**src/rtl/sp1_ff_pipe_if.sv**
```systemverilog
// sp1_ff_pipe_if: valid/ready handshake bundle for both ends of the elastic pipe
interface sp1_ff_pipe_if #(parameter int DW = 32);
  logic          in_valid;
  logic          in_ready;
  logic [DW-1:0] in_data;
  logic          out_valid;
  logic          out_ready;
  logic [DW-1:0] out_data;
  modport master (output in_valid, in_data, out_ready, input in_ready, out_valid, out_data);
  modport slave  (input in_valid, in_data, out_ready, output in_ready, out_valid, out_data);
endinterface

```
**src/rtl/sp1_ff_pipe.sv**
```systemverilog
// sp1_ff_pipe: DEPTH-stage elastic register chain with bubble compaction and flush
module sp1_ff_pipe #(
  parameter int DW    = 32,
  parameter int DEPTH = 2,
  parameter int CW    = 2
) (
  input  logic          clk,
  input  logic          rst,
  input  logic          flush,
  sp1_ff_pipe_if.slave  bus,
  output logic [CW-1:0] count
);
  logic [DEPTH-1:0] v_q, v_d, go;
  logic [DW-1:0]    d_q [DEPTH];
  logic [DW-1:0]    d_d [DEPTH];
  logic [CW-1:0]    count_q, count_d;
  logic             full_above;
  // go[i] is the ready chain unrolled: a stage may load unless it and every later stage is full and the sink stalls
  always_comb begin
    full_above = 1'b1;
    go = '0;
    for (int i = DEPTH - 1; i >= 0; i--) begin
      full_above = full_above & v_q[i];
      go[i] = bus.out_ready | !full_above;
    end
  end
  always_comb begin
    v_d = v_q;
    d_d = d_q;
    for (int i = 1; i < DEPTH; i++) begin
      if (go[i]) begin
        v_d[i] = v_q[i-1];
        d_d[i] = v_q[i-1] ? d_q[i-1] : d_q[i];
      end
    end
    if (go[0]) begin
      v_d[0] = bus.in_valid & !flush;
      d_d[0] = bus.in_valid ? bus.in_data : d_q[0];
    end
    v_d = flush ? '0 : v_d;
    count_d = '0;
    for (int i = 0; i < DEPTH; i++) count_d = count_d + CW'(v_d[i]);
  end
  always_ff @(posedge clk) begin
    if (rst) begin
      v_q     <= '0;
      count_q <= '0;
      for (int i = 0; i < DEPTH; i++) d_q[i] <= '0;
    end else begin
      v_q     <= v_d;
      count_q <= count_d;
      d_q     <= d_d;
    end
  end
  assign bus.in_ready  = go[0] & !flush;
  assign bus.out_valid = v_q[DEPTH-1];
  assign bus.out_data  = d_q[DEPTH-1];
  assign count         = count_q;
endmodule
```
**src/flat_wrapper.sv**
```systemverilog
// flat-port wrapper written by rule: the top's interface ports become plain ports
module sp1_ff_pipe_flat 
#(
  parameter int DW    = 32,
  parameter int DEPTH = 2,
  parameter int CW    = 2
)
  (clk, rst, flush, count, bus_in_valid, bus_in_data, bus_out_ready, bus_in_ready, bus_out_valid, bus_out_data);
  sp1_ff_pipe_if #(.DW(DW)) bus_i ();
  input  logic clk;
  input  logic rst;
  input  logic flush;
  output logic [CW-1:0] count;
  input wire logic [$bits(bus_i.in_valid)-1:0] bus_in_valid;
  input wire logic [$bits(bus_i.in_data)-1:0] bus_in_data;
  input wire logic [$bits(bus_i.out_ready)-1:0] bus_out_ready;
  output wire logic [$bits(bus_i.in_ready)-1:0] bus_in_ready;
  output wire logic [$bits(bus_i.out_valid)-1:0] bus_out_valid;
  output wire logic [$bits(bus_i.out_data)-1:0] bus_out_data;
  assign bus_i.in_valid = bus_in_valid;
  assign bus_i.in_data = bus_in_data;
  assign bus_i.out_ready = bus_out_ready;
  assign bus_in_ready = bus_i.in_ready;
  assign bus_out_valid = bus_i.out_valid;
  assign bus_out_data = bus_i.out_data;
  sp1_ff_pipe #(.DW(DW), .DEPTH(DEPTH), .CW(CW)) u_core (.clk(clk), .rst(rst), .flush(flush), .bus(bus_i), .count(count));
endmodule
```
**config.mk**
```make
export PLATFORM = sky130hd
export DESIGN_NAME = sp1_ff_pipe_flat
export DESIGN_NICKNAME = d
export VERILOG_FILES = /design/src/rtl/sp1_ff_pipe_if.sv /design/src/rtl/sp1_ff_pipe.sv /design/src/flat_wrapper.sv
export SDC_FILE = /design/constraint.sdc
export NUM_CORES = 1
export LEC_CHECK = 0
export ABC_CLOCK_PERIOD_IN_PS = 3700
export BUFFER_PORTS_ARGS = -buffer_cell sky130_fd_sc_hd__buf_2
export CAP_MARGIN = 40
export CORE_ASPECT_RATIO = 0.8
export CORE_MARGIN = 1
export CORE_UTILIZATION = 60
export CTS_BUF_LIST = sky130_fd_sc_hd__clkbuf_2
export CTS_CLUSTER_DIAMETER = 200
export DETAILED_ROUTE_END_ITERATION = 10
export GPL_TIMING_DRIVEN = 1
export PLACE_DENSITY = 0.87
export RECOVER_POWER = 50
export SKIP_CTS_REPAIR_TIMING = 1
export SLEW_MARGIN = 10
export SYNTH_ARGS = -nofsm -noshare
export SYNTH_HDL_FRONTEND = slang
export SYNTH_SLANG_ARGS = --single-unit
export TNS_END_PERCENT = 5
```
**constraint.sdc**
```tcl
create_clock -name clk -period 3.7 [get_ports clk]
set_input_delay 0.555 -clock clk [delete_from_list [all_inputs] [get_ports clk]]
set_output_delay 0.555 -clock clk [all_outputs]
set_load 0.1 [all_outputs]
```
==> impl_metrics.tcl, run 1 <==
set metrics [dict create \
    start_util 0.647 \
    max-vdd-ir-drop_uv 233 \
    slowest_delay_ns 0.79 \
    power_leakage_uw 0.00125 \
    drtPass1Iterations 5 \
    netlist.area_leader.share 0.445 \
    dieArea_um2 5390 \
    cts_made_buffers 9 \
    place.gp.congestion 0.842 \
    postRouteAntennaNets 0 \
    rsz0062_at_grt "false" \
    grt_pass1_wl_um 9440 \
    vias_per_cell 5.27 \
    min_to "u_core.v_q[1]" \
    crit_path_start_kind "register" \
    die_h_um 65.9 \
    gr-total-overflow 0 \
    final.min_clock_period_ns 2.81 \
    min_from "flush" \
    pwr-share-comb 0.131 \
    clock_sinks 68 \
    vias 2250 \
    hold_path.class "input port to register" \
    insertion_delay_ns 0.49 \
    arrival_ns 3.16 \
    critPathBufInv 2 \
    path_clk_slew_ns 0.16 \
    portBuffers 72 \
    drc 0 \
    synthTopCellsByArea "dfxtp_1 44%, nand2b_1 13%, mux2i_1 10%" \
    fmaxAchievable_mhz 356 \
    max_cap_violations 0 \
    switchingPower_uw 363 \
    nNetsFinal 401 \
    pwr-share-clk 0.256 \
    utilization 0.670 \
    dpl_cell_area_um2 3160 \
    first_global_vias 1994 \
    r2r_end "u_core.d_q[48]" \
    syn_area_um2 3060 \
    final_common_cell "dfxtp_1" \
    yosysUniqueCellTypes 18 \
    design_area_um2 3170 \
    hold_depth 2 \
    finalSetupViolCount 0 \
    area_growth_pct 3.60 \
    clockBufferDepth 2 \
    end_kind "register" \
    switching_share 0.285 \
    cts_tree "yes" \
    slowest_stage "nor2b_1" \
    slew_violations 0 \
    drt_iter0_drc 155 \
    power_frac_seq 0.613 \
    synth_fp_nets 372 \
    required_ns 4.05 \
    p_int_uw 908 \
    path_class "register to register" \
    cp.depth 5 \
    power.total_uw 1270 \
    maxSlewHeadroom 0.211 \
    antenna_found_initial 0 \
    htree_levels 3 \
    wl_per_cell_um 13.9 \
    grt_max_degree 53 \
    setup_tns_ns 0 \
    antenna_cells 0 \
    seq_area_frac_synth 0.445 \
    syn_inst 334 \
    worstRegToRegCells 5 \
    reg2reg_from "u_core.v_q[1]" \
    layout_common_cells "68 x dfxtp_1, 64 x nand2b_1, 37 x buf_2, 36 x clkbuf_1, 34 x a21oi_1" \
    synth-seq-cells 68 \
    synth.avg_cell_area_um2 9.17 \
    powerDensity_nw_per_um2 401 \
    crit_family "buffers and inverters" \
    report.final.hold_viol_count 0 \
    cts-root-buf "clkbuf_2" \
    ys_warn_count 0 \
    ff2ff_setup_slack_ns 0.89 \
    die_w_um 81.9 \
    grt.total_usage 0.238 \
    crit_chain "nor2b_1 -> clkbuf_1 -> a21boi_0 -> buf_4 -> mux2i_1" \
    clock_skew_ns 0.0192 \
    core_um2 4730 \
    wl_um 5940 \
    hpwl_um 3820 \
    ios 73 \
    worstMarginPinSlew_ns 1.19 \
    drive_gt1_frac 0.155 \
    finalCritPeriodShare 0.759 \
    worst-path-max-fanout 31 \
    status "finished clean" \
    synth_top_area_cell "dfxtp_1" \
    num_rows 22 \
]
## how the worst max path moves through the flow
stage | start | end
4_1_cts | u_core.v_q[0] | bus_in_ready
2_1_floorplan | u_core.v_q[1] | bus_in_ready
6_report | u_core.v_q[1] | u_core.d_q[48]
3_5_place_dp | bus_out_ready | u_core.d_q[48]
3_3_place_gp | bus_out_ready | u_core.count[0]
5_1_grt | u_core.v_q[1] | u_core.d_q[48]
## logic make-up after synthesis
kind of cell	share of synthesized area
buffers and inverters	0.134
AND/OR/NAND/NOR	0.199
adder cells (fa/ha/maj)	0.00409
AO/OA/AOI/OAI	0.114
flip-flops	0.445
multiplexers	0.105
## area by class of cell
type                    count  area [µm²]
fillers                   431        1560
flip-flops and latches     68        1360
multi-input cells         205        1280
repair buffers             78         378
well taps                  60        75.1
clock buffers              12        60.1
clock inverters             3        15.0
inverters                   1        3.75
## layer usage
layer	vias up	GRT usage	wire length [µm]
met3	7	0.0993	367
li1	1146	-	-
met5	-	0	0
met1	1021	0.315	2820
met4	0	0.0789	59
met2	76	0.348	2680
## sequential cells by signal, summed over array words and instances, names as in the netlist
| name | count |
|---|---|
| u_core.bus.out_data | 32 |
| u_core.d_q | 32 |
| u_core.count | 2 |
| u_core.v_q | 2 |
## synth_stat cells, drive strengths merged
cell and count:
a21boi 1, a21oi 34, buf 40, clkbuf 20, dfxtp 68, ha 1, inv 1, mux2i 32
nand2b 64, nand3 32, nor2 3, nor2b 3, nor3 2, o21ai 32, or2b 1
## power by group through the flow
stage	Clock, µW	Combinational (µW)	Sequential, µW
after floorplan	0	139	794
after global placement	0	164	793
after detailed placement	0	169	794
after CTS	335	170	779
after global routing	377	178	783
final	326	166	779
## stage by stage
stage | worst slack, ns | hold slack, ns | cells
floorplan | 0.453 | 0.444 | 334
global placement | 1.53 | 0.451 | 411
detailed placement | 1.46 | 0.458 | 412
CTS | 0.983 | 0.254 | 427
global route | 0.629 | 0.231 | 427
finish | 0.891 | 0.285 | 427
Power figures use the tool's default switching activity.
==> inputs of run 2 (changes only) <==
- ABC_CLOCK_PERIOD_IN_PS: 3700 -> 2600
- CORE_UTILIZATION: 60 -> 55
- PLACE_DENSITY: 0.87 -> 0.81
- clock period: 3.7 -> 2.6 ns (I/O delays scaled with it)
==> impl_metrics.tcl, run 2 (synthesized netlist as in run 1, its figures left out) <==
set metrics [dict create \
    status "finished clean" \
    start_util 0.591 \
    layout_common_cells "68 x dfxtp_1, 64 x nand2b_1, 56 x buf_2, 33 x a21oi_1" \
    power_leakage_uw 0.00134 \
    gr-total-overflow 0 \
    die_h_um 68.7 \
    report.final.hold_viol_count 0 \
    dieArea_um2 5870 \
    portBuffers 72 \
    max-vdd-ir-drop_uv 351 \
    nNetsFinal 400 \
    first_global_vias 2067 \
    dpl_cell_area_um2 3150 \
    final_common_cell "dfxtp_1" \
    core_um2 5180 \
    path_class "register to output port" \
    cts-root-buf "clkbuf_2" \
    wl_per_cell_um 14.3 \
    postRouteAntennaNets 0 \
    cts_tree "yes" \
    insertion_delay_ns 0.48 \
    required_ns 2.21 \
    htree_levels 3 \
    worstMarginPinSlew_ns 1.19 \
    fmaxAchievable_mhz 472 \
    powerDensity_nw_per_um2 593 \
    vias_per_cell 5.29 \
    antenna_cells 0 \
    grt.total_usage 0.222 \
    crit_path_start_kind "register" \
    drt_iter0_drc 183 \
    path_clk_slew_ns 0.17 \
    die_w_um 85.4 \
    clock_sinks 68 \
    hold_path.class "input port to register" \
    place.gp.congestion 0.746 \
    met2_usage 0.339 \
    setup_tns_ns 0 \
    drc 0 \
    maxSlewHeadroom 0.212 \
    wl_um 6110 \
    crit_chain "clkbuf_1" \
    ios 73 \
    use_met1 0.281 \
    vias 2260 \
    finalSetupViolCount 0 \
    clockBufferDepth 2 \
    max_cap_violations 0 \
    design_area_um2 3220 \
    end_kind "output port" \
    cts_made_buffers 9 \
    slowest_stage "clkbuf_1" \
    area_growth_pct 5.23 \
    num_rows 23 \
    final.min_clock_period_ns 2.12 \
    finalCritPeriodShare 0.815 \
    busiest_layer "met2" \
    worst-path-max-fanout 2 \
    use_met3 0.0893 \
    power.total_uw 1910 \
    drive_gt1_frac 0.214 \
    slew_violations 0 \
    grt_pass1_wl_um 9770 \
    hpwl_um 3730 \
    rsz0062_at_grt "false" \
    fin_ws_ns 0.480 \
    dp_slack_ns 0.818 \
    clock_skew_ns 0.0188 \
    critPathBufInv 1 \
    grt_max_degree 101 \
    drtPass1Iterations 4 \
    antenna_found_initial 0 \
    slowest_delay_ns 0.88 \
    arrival_ns 1.73 \
    crit_family "buffers and inverters" \
]
## run 2: changes by cell type in the layout (fill, tap and decap cells not counted), sizes merged
cell    change
buf        +18
bufinv      +1
clkbuf     -20
clkinv      -1
## run 2: worst paths after layout
| check | start | to | slack [ns] | cells after the start |
|---|---|---|---|---|
| max | u_core.bus.out_data[19] | bus_out_data[19] | 0.48 | 1 |
| min | flush | u_core.v_q[0] | 0.12 | 2 |
| max reg2reg | u_core.v_q[1] | u_core.d_q[40] | 0.62 | 4 |
| min reg2reg | u_core.d_q[63] | u_core.bus.out_data[31] | 0.46 | 2 |
## run 2: layer usage
metal | part of all wire | wire length [µm] | up-vias
met5 | 0 | 0 | -
met4 | 0.012 | 73 | 0
met3 | 0.075 | 456 | 7
met2 | 0.45 | 2730 | 75
met1 | 0.47 | 2850 | 1037
li1 | - | - | 1141
## run 2: layout make-up
class / instances / area [µm²]
multi-input cells: 205 / 1300
well taps: 62 / 77.6
clock buffers: 11 / 55.1
flip-flops and latches: 68 / 1360
repair buffers: 77 / 388
clock inverters: 3 / 40.0
fillers: 460 / 1960
inverters: 1 / 3.75
## run 2: report_power, final
part | total (µW) | leakage, µW | internal [µW] | switching [µW]
logic | 241 | 0.000716 | 84.2 | 157
registers | 1110 | 0.000555 | 1080 | 23.0
clock network | 562 | 0.0000676 | 218 | 345
## run 2: through the flow
| stage | util | instances | hold slack (ns) |
|---|---|---|---|
| floorplan | - | 334 | 0.444 |
| global placement | 0.608 | 413 | 0.450 |
| detailed placement | 0.608 | 413 | 0.460 |
| CTS | 0.626 | 427 | 0.0819 |
| global route | 0.622 | 427 | 0.0754 |
| finish | 0.622 | 427 | 0.118 |
